--- src/rtl/balance_pkg.sv ---
// Shared constants for the balance PID controller:
// mode encodings, FSM state type and term-enable helpers.
package balance_pkg;

  localparam logic [1:0] MODE_P   = 2'b00;
  localparam logic [1:0] MODE_PD  = 2'b01;
  localparam logic [1:0] MODE_PI  = 2'b10;
  localparam logic [1:0] MODE_PID = 2'b11;

  typedef enum logic [1:0] {
    S_IDLE = 2'd0,
    S_ERR  = 2'd1,
    S_MUL  = 2'd2,
    S_OUT  = 2'd3
  } state_t;

  function automatic logic use_i(input logic [1:0] m);
    return (m == MODE_PI) || (m == MODE_PID);
  endfunction

  function automatic logic use_d(input logic [1:0] m);
    return (m == MODE_PD) || (m == MODE_PID);
  endfunction

endpackage

--- src/rtl/pid_sat.sv ---
// Signed saturator: clamps din to [MINV, MAXV] and narrows it.
// Ports: din (IN_W signed), dout (OUT_W signed), clip (limit hit).
module pid_sat #(
  parameter int     IN_W  = 17,
  parameter int     OUT_W = 16,
  parameter longint MAXV  = (longint'(1) <<< (OUT_W - 1)) - 1,
  parameter longint MINV  = -MAXV - 1
) (
  input  logic signed [IN_W-1:0]  din,
  output logic signed [OUT_W-1:0] dout,
  output logic                    clip
);

  localparam logic signed [IN_W-1:0] HI = IN_W'(MAXV);
  localparam logic signed [IN_W-1:0] LO = IN_W'(MINV);

  always_comb begin
    dout = din[OUT_W-1:0];
    clip = 1'b0;
    if (din > HI) begin
      dout = HI[OUT_W-1:0];
      clip = 1'b1;
    end else if (din < LO) begin
      dout = LO[OUT_W-1:0];
      clip = 1'b1;
    end
  end

endmodule

--- src/rtl/balance_pid_ctrl.sv ---
// Four-state PID controller: error/integrator, products+sum, output.
// Ports: clk, rst, in_valid, sensor, setpoint, kp, ki, kd, mode,
// int_clr in; pwm, out_valid, sat_flag, busy out.
module balance_pid_ctrl
  import balance_pkg::*;
#(
  parameter int DATA_W  = 16,
  parameter int COEF_W  = 16,
  parameter int FRAC    = 8,
  parameter int OUT_W   = 16,
  parameter int INT_LIM = 2**(DATA_W+2) - 1
) (
  input  logic              clk,
  input  logic              rst,
  input  logic              in_valid,
  input  logic [DATA_W-1:0] sensor,
  input  logic [DATA_W-1:0] setpoint,
  input  logic [COEF_W-1:0] kp,
  input  logic [COEF_W-1:0] ki,
  input  logic [COEF_W-1:0] kd,
  input  logic [1:0]        mode,
  input  logic              int_clr,
  output logic [OUT_W-1:0]  pwm,
  output logic              out_valid,
  output logic              sat_flag,
  output logic              busy
);

  localparam int E_W  = DATA_W + 1;
  localparam int D_W  = DATA_W + 2;
  localparam int I_W  = DATA_W + 3;
  localparam int PP_W = COEF_W + E_W;
  localparam int PI_W = COEF_W + I_W;
  localparam int PD_W = COEF_W + D_W;
  localparam int S_W  = PI_W + 2;

  state_t state, state_nxt;

  logic [DATA_W-1:0]        sens_q, setp_q;
  logic signed [COEF_W-1:0] kp_q, ki_q, kd_q;
  logic [1:0]               mode_q;
  logic signed [E_W-1:0]    err_q, last_err;
  logic signed [D_W-1:0]    derr_q;
  logic signed [I_W-1:0]    integ;
  logic                     first;

  logic signed [E_W-1:0]    err_c;
  logic signed [D_W-1:0]    derr_c;
  logic signed [I_W:0]      integ_sum;
  logic signed [I_W-1:0]    integ_sat, integ_nxt;
  logic                     integ_clip;

  logic signed [PP_W-1:0]   p_c;
  logic signed [PI_W-1:0]   i_c;
  logic signed [PD_W-1:0]   d_c;
  logic signed [S_W-1:0]    sum_c, sum_sh;
  logic signed [OUT_W-1:0]  pwm_c;
  logic                     sat_c;

  // FSM
  always_ff @(posedge clk) begin
    if (rst) state <= S_IDLE;
    else     state <= state_nxt;
  end

  always_comb begin
    state_nxt = state;
    unique case (state)
      S_IDLE: if (in_valid) state_nxt = S_ERR;
      S_ERR:  state_nxt = S_MUL;
      S_MUL:  state_nxt = S_OUT;
      S_OUT:  state_nxt = S_IDLE;
      default: state_nxt = S_IDLE;
    endcase
  end

  assign busy = (state != S_IDLE);

  // error stage
  always_comb begin
    err_c = $signed({1'b0, sens_q}) - $signed({1'b0, setp_q});
    derr_c = '0;
    if (!first)
      derr_c = $signed({err_c[E_W-1], err_c})
             - $signed({last_err[E_W-1], last_err});
    integ_sum = $signed({integ[I_W-1], integ})
              + $signed({{3{err_c[E_W-1]}}, err_c});
  end

  pid_sat #(
    .IN_W (I_W + 1),
    .OUT_W(I_W),
    .MAXV (longint'(INT_LIM)),
    .MINV (-longint'(INT_LIM))
  ) u_int_sat (
    .din (integ_sum),
    .dout(integ_sat),
    .clip(integ_clip)
  );

  assign integ_nxt = integ_clip ? integ_sat
                                : integ_sum[I_W-1:0];

  // product/sum stage; result lands in pwm as OUT is entered,
  // so out_valid and the new pwm appear in the same cycle
  always_comb begin
    p_c = PP_W'(kp_q) * PP_W'(err_q);
    i_c = '0;
    d_c = '0;
    if (use_i(mode_q)) i_c = PI_W'(ki_q) * PI_W'(integ);
    if (use_d(mode_q)) d_c = PD_W'(kd_q) * PD_W'(derr_q);
    sum_c  = S_W'(p_c) + S_W'(i_c) + S_W'(d_c);
    sum_sh = sum_c >>> FRAC;
  end

  pid_sat #(
    .IN_W (S_W),
    .OUT_W(OUT_W)
  ) u_out_sat (
    .din (sum_sh),
    .dout(pwm_c),
    .clip(sat_c)
  );

  // datapath registers
  always_ff @(posedge clk) begin
    if (rst) begin
      sens_q    <= '0;
      setp_q    <= '0;
      kp_q      <= '0;
      ki_q      <= '0;
      kd_q      <= '0;
      mode_q    <= MODE_P;
      err_q     <= '0;
      derr_q    <= '0;
      last_err  <= '0;
      integ     <= '0;
      first     <= 1'b1;
      pwm       <= '0;
      out_valid <= 1'b0;
      sat_flag  <= 1'b0;
    end else begin
      out_valid <= 1'b0;
      if (state == S_IDLE && in_valid) begin
        sens_q <= sensor;
        setp_q <= setpoint;
        kp_q   <= $signed(kp);
        ki_q   <= $signed(ki);
        kd_q   <= $signed(kd);
        mode_q <= mode;
      end
      if (state == S_ERR) begin
        err_q    <= err_c;
        derr_q   <= derr_c;
        last_err <= err_c;
        first    <= 1'b0;
        if (use_i(mode_q)) integ <= integ_nxt;
      end
      if (state == S_MUL) begin
        pwm       <= pwm_c;
        sat_flag  <= sat_c;
        out_valid <= 1'b1;
      end
      // clear overrides any same-cycle history update
      if (int_clr) begin
        integ    <= '0;
        last_err <= '0;
        first    <= 1'b1;
      end
    end
  end

endmodule
--- config.mk ---
export PLATFORM = sky130hd
export DESIGN_NAME = balance_pid_ctrl
export DESIGN_NICKNAME = d
export VERILOG_FILES = /design/src/rtl/balance_pkg.sv /design/src/rtl/pid_sat.sv /design/src/rtl/balance_pid_ctrl.sv
export SDC_FILE = /design/constraint.sdc
export NUM_CORES = 2
export LEC_CHECK = 0
export BUFFER_PORTS_ARGS = -buffer_cell sky130_fd_sc_hd__buf_2
export CORE_MARGIN = 5
export CORE_UTILIZATION = 50
export CTS_CLUSTER_DIAMETER = 40
export DETAILED_ROUTE_END_ITERATION = 8
export PLACE_DENSITY = 0.69
export SYNTH_ARGS = -nofsm -noshare
export SYNTH_HDL_FRONTEND = slang
export SYNTH_SLANG_ARGS = --single-unit
--- constraint.sdc ---
create_clock -name clk -period 31.6 [get_ports clk]
set_input_delay 6.32 -clock clk [delete_from_list [all_inputs] [get_ports clk]]
set_output_delay 6.32 -clock clk [all_outputs]
set_load 0.02 [all_outputs]
==> metrics.cfg <==
[clock_network]
cts_tree = built
cts_root_buf = clkbuf_16
cts_buffer_depth = 2
cts.sinks = 174
insertion_delay_ps = 520
htree_levels = 4
cts-buffers-inserted = 17
path_clk_slew_ps = 80
ctsResizeCount = 0
cts_setup_buffers = 0
hold_buffers = 0

[routing]
totalWireLength_um = 112000
vias_per_cell = 5.30
met3WireLength_um = 8190
wl_per_cell_um = 18.6
initialDrtViolationCount = 2135
drc = 0
drt-met1-wl_um = 46700
drtPass1Iterations = 5
route.met2.wl_um = 52700
ant_nets = 0
vias = 31890
top_layer = met4

[critical_path]
cp_max_fo = 19
critPathBufInv = 9
cpLargestDelayFamily = adder cells
required_ps = 32030
setup.worst_path.class = flip-flop to flip-flop
crit_start = kd_q[7]$_SDFFE_PP0P_
reg2reg_from = kd_q[7]$_SDFFE_PP0P_
max_stage_delay_ps = 880
crit_slowest_cell = a2111oi_0
crit_arrival_ps = 13970
cpMostUsedCell = fa_1
r2r_setup_slack_ps = 18060
critPathLaunchType = flip-flop
setup.worst_path.end_class = flip-flop

[logic_synthesis]
synth_edf_count = 0
syn_inst = 4913
synthArstFlopShare_pct = 0
netlist-cell-type-count = 64
syn_nets = 6292
syn_area_mm2 = 0.0432
synth-seq-cells = 174
synth_warnings = 0
syn_avg_cell_area_um2 = 8.79
ys.flop_type = dfxtp_1
ys_seq_area_share_pct = 8.06

[die]
die_y_um = 304
die_w_um = 304
dieArea_mm2 = 0.0924
io_pins = 105
design.core.area_mm2 = 0.0854
initial_utilization_pct = 50.6
rows = 107

[placement]
io_buffers = 104
place_congestion = 0.915
detailed_place_hpwl_um = 91800
post-place-ws_ps = 18240
dp_cells = 5981

[hold_path]
hold_class = flip-flop to flip-flop
hold_path_startpoint = setp_q[6]$_SDFFE_PP0P_

[grt]
overflow = 0
grt_pass1_vias = 34483
grt_start_max_net_pins = 84
antenna_found_initial = 3
grt_use_total_pct = 25.0
grt_first_pass_wirelength_um = 185000

[layout]
fillers = 7997
stdcell_count = 6012
fin_nets = 6235
drive_gt1_share_pct = 3.82
final_util_pct = 52.8
insertedDiodeCount = 0
syn2layout_area_growth_pct = 4.46

[timing]
period_share_pct = 42.9
finalHoldWorstSlack_ps = 456
fmax_mhz = 73.8
setup_violations = 0
fin_ws_ps = 18060
finClkSkew_ps = 18.5
fin_tns_setup_ps = 0
hold_violations = 0
rsz0062_at_grt = no
min_period_ps = 13540
slew_headroom_pct = 30.1
final_max_slew_viol_count = 0
max_slew.worst_pin.slew_ps = 1040

[power]
vdd_ir_drop_max_uv = 59.5
p_per_area_mw_per_mm2 = 43.2
cellLeakagePower_nw = 21.7

[run_status]
status = finished clean

[run]
maxCapViolations = 0

-- stage by stage --
step                instance area, µm²  power [W]
finish                           45100    0.00195
global placement                 44600    0.00170
floorplan                        43200    0.00133
detailed placement               44600    0.00172
CTS                              45100    0.00195
global route                     45100    0.00214
-- routing by layer --
layer  up-vias  track usage, %
met1     16089            33.8
li1      14573               -
met3       199            4.07
met2      1029            41.6
met5         -               0
met4         0            8.39
-- cells by family (layout without fill, tap and decap cells) --
logic type | after synthesis | count (layout) | share of synthesized area [%]
and+or+nand+nor | 1505 | 1505 | 16.3
buffers and inverters | 1304 | 1259 | 11.4
adders and majority gates | 1294 | 1294 | 54.1
AOI/OAI and AO/OA | 499 | 499 | 7.32
DFF | 174 | 174 | 8.06
xor gates and xnor gates | 132 | 132 | 2.68
muxes | 5 | 5 | 0.119
-- area by class of cell --
| type | instances | area [µm²] | area share [%] |
|---|---|---|---|
| multi-input cells | 3435 | 34800 | 77.2 |
| inverters | 1099 | 4130 | 9.14 |
| flip-flops and latches | 174 | 3480 | 7.72 |
| well taps | 1144 | 1430 | 3.17 |
| repair buffers | 129 | 711 | 1.57 |
| clock buffers | 17 | 425 | 0.943 |
| clock inverters | 14 | 133 | 0.294 |
-- Yosys cell counts, types with 3 or more instances --
cell type  number  share of area, %
a31oi_1        13              0.19
nand3b_1       12              0.21
xor2_1         32              0.65
or3_1           9              0.13
o31ai_1         5             0.087
o21bai_1       15              0.26
a22oi_1        13              0.23
o21ai_1         3             0.035
or2_2           8              0.12
and3_1         16              0.23
a211oi_2       10              0.29
o31a_1          5              0.10
xnor2_1       100               2.0
a2111oi_0       3             0.061
nand2b_1       50              0.72
and2_1        366               5.3
buf_1           8             0.070
nor3_1         29              0.34
a21oi_1       212               2.5
o22ai_1         3             0.043
a211oi_1       22              0.38
nand4_1        16              0.23
nand2_1       805               7.0
nor4_1          6             0.087
o211ai_1       23              0.40
o2111ai_1       5              0.10
nor2_1        130               1.1
fa_1          958                44
ha_1          335               9.7
dfxtp_1       174               8.1
o311ai_0        4             0.081
a41oi_1         4             0.081
nand3_1        29              0.34
o21ai_0        66              0.76
clkbuf_1      194               1.7
o21a_1         17              0.30
a211o_1         5              0.10
a21boi_0       10              0.17
mux2i_1         4             0.093
inv_1        1099               9.6
nor2b_1        18              0.26
a21o_1         48              0.83
-- state kept, by name, indices dropped and copies added (netlist names) --
name	cells
ki_q	16
last_err	17
setp_q	16
first	1
integ	19
sat_flag	1
state	2
pwm	16
mode_q	2
kd_q	16
err_q	17
derr_q	18
kp_q	16
out_valid	1
sens_q	16
-- where the power goes --
group          switching [W]  leakage, nW  internal, W  total [W]
registers           0.000130         1.42     0.000261   0.000391
clock network       0.000118        0.270     0.000103   0.000221
logic               0.000827         20.0     0.000512    0.00134
total                0.00107         21.7     0.000876    0.00195
-- worst min-delay path, stage by stage, from the launching register on --
cell	delay [ps]
dfxtp_1	310
nand2_1	50
a21oi_1	50
-- path summary, 6_finish.rpt --
path / end / cells after the start
worst max register to register: pwm[7]$_SDFFE_PP0P_ / 43
worst max-delay path: pwm[7]$_SDFFE_PP0P_ / 43
worst min-delay path: setp_q[6]$_SDFFE_PP0P_ / 2
worst min register to register: setp_q[6]$_SDFFE_PP0P_ / 2
-- cells in the final DEF, fill, tap and decap left out, types with 8 or more instances in the layout --
master,n
o21ai_0,66
a22oi_1,13
buf_4,26
inv_1,1099
and2_1,365
nand3_1,29
a211oi_1,22
a21boi_0,10
nor3_1,29
nand3b_1,12
a21o_1,48
xor2_1,32
ha_1,335
fa_1,958
nand4_1,16
a211oi_2,10
a21oi_1,212
nand2b_1,50
and3_1,16
xnor2_1,100
nor2_1,130
buf_2,103
o211ai_1,23
o21a_1,17
nand2_1,804
clkbuf_16,17
nor2b_1,18
a31oi_1,13
or2_2,8
or3_1,9
o21bai_1,15
dfxtp_1,174
Note: power is estimated with default switching activity, not from simulation.
